==> config.mk <==
export PLATFORM = sky130hd
export DESIGN_NAME = out_mix_ser
export DESIGN_NICKNAME = d
export VERILOG_FILES = /design/src/rtl/out_mix_pkg.sv /design/src/rtl/out_mix_regs.sv /design/src/rtl/out_mix_ser.sv
export SDC_FILE = /design/constraint.sdc
export NUM_CORES = 1
export LEC_CHECK = 0
export CORE_MARGIN = 4
export CORE_UTILIZATION = 45
export DETAILED_ROUTE_END_ITERATION = 6
export GPL_ROUTABILITY_DRIVEN = 0
export PLACE_DENSITY_LB_ADDON = 0.05
export SYNTH_ARGS = -nofsm -noshare
export SYNTH_HDL_FRONTEND = slang
export SYNTH_SLANG_ARGS = --single-unit
==> constraint.sdc <==
create_clock -name clk -period 2.1 [get_ports clk]
set_clock_uncertainty 0.05 [all_clocks]
set_input_delay 0.21 -clock clk [delete_from_list [all_inputs] [get_ports clk]]
set_output_delay 0.21 -clock clk [all_outputs]
set_load 0.005 [all_outputs]
==> src/rtl/out_mix_pkg.sv <==
// Shared definitions for the out_mix_ser pixel serializer: register map,
// format-control bit positions, the formatted-pixel record and the
// per-pixel formatting rule applied when a beat is captured.
package out_mix_pkg;

  // Avalon-MM register addresses
  localparam logic [1:0] ADDR_FMT    = 2'd0;
  localparam logic [1:0] ADDR_BLANKC = 2'd1;
  localparam logic [1:0] ADDR_STATUS = 2'd2;
  localparam logic [1:0] ADDR_BEATS  = 2'd3;

  // Bit positions inside the FMT register
  localparam int SWAP   = 0;
  localparam int HINV   = 1;
  localparam int VINV   = 2;
  localparam int BFILL  = 3;
  localparam int FBLANK = 4;

  localparam int FMT_W = 5;
  localparam int PIX_W = 24;

  // One pixel as it leaves the serializer
  typedef struct packed {
    logic             de;
    logic             h_sync;
    logic             v_sync;
    logic [PIX_W-1:0] data;
  } pix_t;

  // Formats one lane. Force-blank beats blank-fill, which beats the
  // optional c0/c2 swap. Sync polarity inversion applies in every case.
  function automatic pix_t format_pixel(
    input logic [PIX_W-1:0] px,
    input logic             de,
    input logic             hs,
    input logic             vs,
    input logic [FMT_W-1:0] fmt,
    input logic [PIX_W-1:0] blankc
  );
    pix_t p;
    p.h_sync = hs ^ fmt[HINV];
    p.v_sync = vs ^ fmt[VINV];
    if (fmt[FBLANK]) begin
      p.de   = 1'b0;
      p.data = blankc;
    end else if (fmt[BFILL] && !de) begin
      p.de   = 1'b0;
      p.data = blankc;
    end else begin
      p.de   = de;
      p.data = fmt[SWAP] ? {px[7:0], px[15:8], px[23:16]} : px;
    end
    return p;
  endfunction

endpackage

==> src/rtl/out_mix_regs.sv <==
// Control/status register file for out_mix_ser: FMT and BLANKC storage,
// sticky underflow flag with saturating counter, free-running beat
// counter and registered read-back.
module out_mix_regs
  import out_mix_pkg::*;
#(
  parameter int UF_CNT_W = 16
) (
  input  logic             clk,
  input  logic             reset_n,
  input  logic             capture,
  input  logic             underflow,
  input  logic [1:0]       control_address,
  input  logic             control_write,
  input  logic [31:0]      control_writedata,
  input  logic             control_read,
  output logic [31:0]      control_readdata,
  output logic [FMT_W-1:0] fmt,
  output logic [PIX_W-1:0] blankc
);

  logic                status_sel;
  logic                uf_event;
  logic                clr_sticky;
  logic                clr_count;
  logic                sticky;
  logic [UF_CNT_W-1:0] uf_count;
  logic [31:0]         beats;
  logic [31:0]         status_word;
  logic [31:0]         read_mux;
  logic                unused_wdata;

  assign unused_wdata = ^control_writedata[30:24];

  // Decode the write-side events that touch STATUS this cycle
  always_comb begin
    status_sel = control_write && (control_address == ADDR_STATUS);
    uf_event   = capture && underflow;
    clr_sticky = status_sel && control_writedata[0];
    clr_count  = status_sel && control_writedata[31];
  end

  // FMT and BLANKC are plain read/write storage
  always_ff @(posedge clk or negedge reset_n) begin
    if (!reset_n) begin
      fmt    <= '0;
      blankc <= '0;
    end else if (control_write) begin
      if (control_address == ADDR_FMT)
        fmt <= control_writedata[FMT_W-1:0];
      if (control_address == ADDR_BLANKC)
        blankc <= control_writedata[PIX_W-1:0];
    end
  end

  // Sticky flag: a new underflow wins over a simultaneous clear
  always_ff @(posedge clk or negedge reset_n) begin
    if (!reset_n)
      sticky <= 1'b0;
    else if (uf_event)
      sticky <= 1'b1;
    else if (clr_sticky)
      sticky <= 1'b0;
  end

  // Saturating underflow counter; clear plus increment on one edge yields 1
  always_ff @(posedge clk or negedge reset_n) begin
    if (!reset_n) begin
      uf_count <= '0;
    end else if (uf_event) begin
      if (clr_count)
        uf_count <= UF_CNT_W'(1);
      else if (uf_count != {UF_CNT_W{1'b1}})
        uf_count <= uf_count + UF_CNT_W'(1);
    end else if (clr_count) begin
      uf_count <= '0;
    end
  end

  // Beat counter advances on every capture edge and wraps freely
  always_ff @(posedge clk or negedge reset_n) begin
    if (!reset_n)
      beats <= '0;
    else if (capture)
      beats <= beats + 32'd1;
  end

  // Read-back multiplexer built from the current (pre-edge) register values
  always_comb begin
    status_word                 = '0;
    status_word[0]              = sticky;
    status_word[16 +: UF_CNT_W] = uf_count;
    read_mux = '0;
    case (control_address)
      ADDR_FMT:    read_mux = {{(32-FMT_W){1'b0}}, fmt};
      ADDR_BLANKC: read_mux = {{(32-PIX_W){1'b0}}, blankc};
      ADDR_STATUS: read_mux = status_word;
      ADDR_BEATS:  read_mux = beats;
      default:     read_mux = '0;
    endcase
  end

  // Read data is captured on a read strobe and held until the next read
  always_ff @(posedge clk or negedge reset_n) begin
    if (!reset_n)
      control_readdata <= '0;
    else if (control_read)
      control_readdata <= read_mux;
  end

endmodule

==> src/rtl/out_mix_ser.sv <==
// Pixel serializer: divides clk into vid_clk, captures a multi-pixel beat
// once per vid_clk period, formats each lane and shifts the lanes out one
// pixel per clk, lane 0 first.
module out_mix_ser
  import out_mix_pkg::*;
#(
  parameter int PIX_PER_BEAT = 2,
  parameter int BPP          = 24,
  parameter int UF_CNT_W     = 16
) (
  input  logic                        clk,
  input  logic                        reset_n,
  output logic                        vid_clk,
  input  logic [PIX_PER_BEAT-1:0]     vid_datavalid,
  input  logic [PIX_PER_BEAT-1:0]     vid_h_sync,
  input  logic [PIX_PER_BEAT-1:0]     vid_v_sync,
  input  logic [PIX_PER_BEAT*BPP-1:0] vid_data,
  input  logic                        underflow,
  input  logic [1:0]                  control_address,
  input  logic                        control_write,
  input  logic [31:0]                 control_writedata,
  input  logic                        control_read,
  output logic [31:0]                 control_readdata,
  output logic                        de,
  output logic                        h_sync,
  output logic                        v_sync,
  output logic [PIX_W-1:0]            data
);

  localparam int              PH_W    = (PIX_PER_BEAT > 1) ? $clog2(PIX_PER_BEAT) : 1;
  localparam int              HALF    = (PIX_PER_BEAT + 1) / 2;
  localparam logic [PH_W-1:0] PH_LAST = PH_W'(PIX_PER_BEAT - 1);
  localparam logic [PH_W-1:0] PH_HALF = PH_W'(HALF);

  logic [PH_W-1:0]  ph;
  logic [PH_W-1:0]  ph_next;
  logic             started;
  logic             capture;
  logic             vid_clk_next;
  logic [FMT_W-1:0] fmt;
  logic [PIX_W-1:0] blankc;
  pix_t             lane_fmt [PIX_PER_BEAT];
  pix_t             shreg    [PIX_PER_BEAT-1];
  pix_t             out_pix;

  // Next phase; the very first edge after reset is forced to be a capture
  always_comb begin
    ph_next = '0;
    if (started && (ph != PH_LAST))
      ph_next = ph + PH_W'(1);
    capture      = (ph_next == '0);
    vid_clk_next = (ph_next < PH_HALF);
  end

  // Phase counter, start flag and the registered divided clock
  always_ff @(posedge clk or negedge reset_n) begin
    if (!reset_n) begin
      ph      <= '0;
      started <= 1'b0;
      vid_clk <= 1'b0;
    end else begin
      ph      <= ph_next;
      started <= 1'b1;
      vid_clk <= vid_clk_next;
    end
  end

  // Format every lane of the incoming beat with the current FMT/BLANKC
  always_comb begin
    for (int k = 0; k < PIX_PER_BEAT; k++) begin
      lane_fmt[k] = format_pixel(vid_data[k*BPP +: BPP], vid_datavalid[k],
                                 vid_h_sync[k], vid_v_sync[k], fmt, blankc);
    end
  end

  // Capture loads lane 0 to the outputs and parks the rest; otherwise shift
  always_ff @(posedge clk or negedge reset_n) begin
    if (!reset_n) begin
      out_pix <= '0;
      for (int i = 0; i < PIX_PER_BEAT - 1; i++)
        shreg[i] <= '0;
    end else if (capture) begin
      out_pix <= lane_fmt[0];
      for (int i = 0; i < PIX_PER_BEAT - 1; i++)
        shreg[i] <= lane_fmt[i+1];
    end else begin
      out_pix <= shreg[0];
      for (int i = 0; i < PIX_PER_BEAT - 2; i++)
        shreg[i] <= shreg[i+1];
      shreg[PIX_PER_BEAT-2] <= '0;
    end
  end

  assign de     = out_pix.de;
  assign h_sync = out_pix.h_sync;
  assign v_sync = out_pix.v_sync;
  assign data   = out_pix.data;

  out_mix_regs #(
    .UF_CNT_W (UF_CNT_W)
  ) u_regs (
    .clk               (clk),
    .reset_n           (reset_n),
    .capture           (capture),
    .underflow         (underflow),
    .control_address   (control_address),
    .control_write     (control_write),
    .control_writedata (control_writedata),
    .control_read      (control_read),
    .control_readdata  (control_readdata),
    .fmt               (fmt),
    .blankc            (blankc)
  );

endmodule

==> results by group <==
Place
  – Port Buf Inserts: 145
  – Dpl hpwl: 14500 um
  – Setup WS pre-CTS: 75.8 ps

Clocking
  – Clock Pin Slew Worst Setup and Hold Paths: 70 ps
  – TritonCTS Sinks: 167
  – H-tree levels: 4
  – Setup bufs post-CTS: 0
  – Root cell of the clock tree: clkbuf_16
  – Num CTS Buffers: 17
  – Max clock buf depth: 2
  – CTS tree: built
  – Clock Latency Late Sink: 420 ps

Global route
  – Gr usage total: 20.9%
  – Met3 Track Usage GR: 4.71%
  – First-pass GRT wire length: 32900 um
  – Grt peak-use layer: met2
  – Initial antenna violation count: 0
  – M1 GR Usage: 28.2%
  – Total grt overflow: 0
  – Largest net degree at the start of global routing: 83
  – GR Util met2: 34.1%
  – Vias in the first global route: 6210

Power
  – Pwr/cell area: 880 nW/um^2
  – Pleak: 4.51 nW
  – Combinational share of power: 20.7%
  – Switching share of power: 26.9%
  – Clock network power share: 34.2%
  – Psw: 0.00245 W
  – Pint: 0.00667 W
  – Worst vdd ir: 545 uV
  – Seq pwr share: 45.1%

Setup path
  – Worst EP required: 2410 ps
  – Crit end category: flip-flop
  – Reg2reg setup slack: 130 ps
  – Worst Path Arrival: 2280 ps
  – Worst r2r dst: u_regs.uf_count[6]
  – Crit Path Class: flip-flop to flip-flop
  – R2R cell count: 6
  – Critical path fanouts, max: 15
  – R2r startpoint: u_regs.uf_count[0]
  – Startpoint Class: flip-flop

Synth
  – Top_reg_cell synth: dfrtp_1
  – Sequential area share after synthesis: 53.0%
  – Most frequent cells after synthesis: dfrtp_1 (167), mux2i_1 (74), nand2_1 (57), mux2_2 (54), nor2_1 (51)
  – Synth Instances: 712
  – Synth top area share: 53.0%
  – Largest area contributor in the netlist: dfrtp_1
  – Synthesized area: 7880 sq um
  – Post-synth EDFFs: 0
  – Distinct cell type count after synthesis: 48
  – Synth area leaders: dfrtp_1 (53%), mux2i_1 (9.4%), mux2_2 (7.7%), nand2_1 (2.7%), nor2_1 (2.4%)
  – Avg Inst Size Synth: 11.1 sq um
  – Async set-reset flop share out of synthesis: 100%
  – #FFs+latches synth: 167
  – Yosys warns: 0
  – Syn Nets: 807
  – Most frequent cell after synthesis: dfrtp_1

Layout
  – Final net count: 958
  – Antenna Cells: 0
  – Layout cell share with drive strength beyond 1: 14.7%
  – Area grow syn2layout: 31.6%

Min path
  – Hold/Removal Path Class: input pin to asynchronous set/reset pin

Detailed routing
  – Total number of vias: 5895
  – Drt initial violations: 251
  – Final ANT Viol Nets: 0
  – DRT Pass-1 Iters: 4
  – DRC: 0
  – Vias per Instance: 5.36
  – Final Routed Wirelength: 19800 um
  – Post-DR wirelength/cell: 18.0 um

Timing
  – RSZ-0062 raised after global routing: false
  – Final min period: 1970 ps
  – Tcrit/Tclk final: 93.8%
  – Slew Limit Fails: 0
  – Worst Max-Slew Pin Slew: 535 ps
  – Hold slack: 252 ps
  – Relative slew slack: 64.3%
  – Total negative setup slack: 0 ps
  – Max Freq: 0.507 GHz
  – Hold Vio Cnt, Final: 0
  – Final Worst Setup Slack: 129 ps
  – Final setup violation count: 0

Floorplanning
  – Core footprint: 17200 sq um
  – DIE HEIGHT: 140 um
  – Cell row count: 48
  – Io pins: 153
  – Die area: 19700 sq um
  – Die X: 140 um
  – Starting Density: 45.7%

Run status
  – Run status: finished clean

Flow run
  – Max-cap violations: 0
-- worst max path at each step --
| stage | startpoint | end | depth (start not counted) |
|---|---|---|---|
| detailed placement | underflow | u_regs.uf_count[12] | 4 |
| floorplan | u_regs.beats[16] | u_regs.beats[30] | 5 |
| finish | u_regs.uf_count[0] | u_regs.uf_count[6] | 6 |
| global placement | underflow | u_regs.uf_count[9] | 4 |
| global route | ph | u_regs.uf_count[10] | 4 |
| CTS | u_regs.uf_count[0] | u_regs.uf_count[6] | 6 |
-- routing by layer --
layer / share of wire (%) / wire length, um / vias up
li1: - / - / 2846
met1: 44 / 8680 / 2898
met2: 49 / 9760 / 132
met3: 4.9 / 975 / 19
met4: 1.7 / 338 / 0
met5: 0 / 0 / -
-- registers in the layout, indices dropped and copies added (netlist names) --
name	flops
u_regs.blankc	24
de	1
started	1
vid_clk	1
ph	1
u_regs.uf_count	16
shreg	27
u_regs.beats	32
h_sync	1
u_regs.fmt	5
u_regs.control_readdata	32
data	24
v_sync	1
u_regs.sticky	1
-- layout by cell type (no fill, tap or decap), types with 3 or more instances in the layout --
master	count
o21ai_0	29
a211oi_1	16
o211ai_1	3
clkdlybuf4s50_1	144
xor2_1	20
nor4_1	8
a31oi_1	4
xnor2_1	15
dfrtp_1	167
clkbuf_16	17
or4_1	8
and3_1	5
o22ai_1	20
a21oi_1	19
buf_4	23
bufinv_16	3
nor2_1	51
clkinv_2	3
a22oi_1	8
o31ai_1	6
nand4b_1	3
buf_12	8
inv_1	27
mux2_2	54
clkinvlp_4	3
mux2i_1	74
nor3_1	13
or3_1	4
nand2b_1	3
and4_1	5
nand2_1	57
nand3_1	15
nand4_1	10
-- repair_timing --
item                                   4_1_cts  5_1_grt
gates resized for setup                      0        0
endpoints found under the hold margin       51        0
setup endpoints to repair                    0        0
hold buffers                                 1        0
-- worst max-delay path, cell delays in order (launching register included) --
cell and delay, ps:
dfrtp_1 430, ha_1 250, nand4_1 190, nor4b_2 90
buf_4 180, or4b_2 630, nand2_1 80
-- power groups by stage --
stage               combinational (W)  sequential [W]  clock (W)
finish                        0.00189         0.00412    0.00312
global route                  0.00209         0.00419    0.00333
CTS                           0.00192         0.00412    0.00319
detailed placement            0.00191         0.00418          0
global placement              0.00187         0.00415          0
floorplan                     0.00100         0.00405          0
-- area by class of cell --
cell class	count	area [sq um]
clock inverter	12	154
fill	1407	6870
inverter	28	105
sequential	167	4180
tap	225	282
timing repair buffer	177	1800
multi-input combinational	472	3420
clock buffer	19	433
-- stage by stage --
stage	instance area (sq um)	util, %	cells	total power [W]
global placement	9770	56.7	1068	0.00602
floorplan	7880	-	712	0.00506
CTS	10400	60.2	1100	0.00924
global route	10400	60.2	1100	0.00962
finish	10400	60.2	1100	0.00913
detailed placement	9770	56.7	1068	0.00609
-- cells by family after synthesis --
kind of cell | Yosys count | share of synthesized area (%)
DFF | 167 | 53.0
other | 1 | 0.0476
and+or+nand+nor | 195 | 12.9
buffers and inverters | 73 | 3.80
AOI/OAI and AO/OA | 110 | 8.55
muxes | 129 | 17.4
xor gates and xnor gates | 35 | 3.89
adders and majority gates | 2 | 0.318
(Power assumes the default switching activity.)
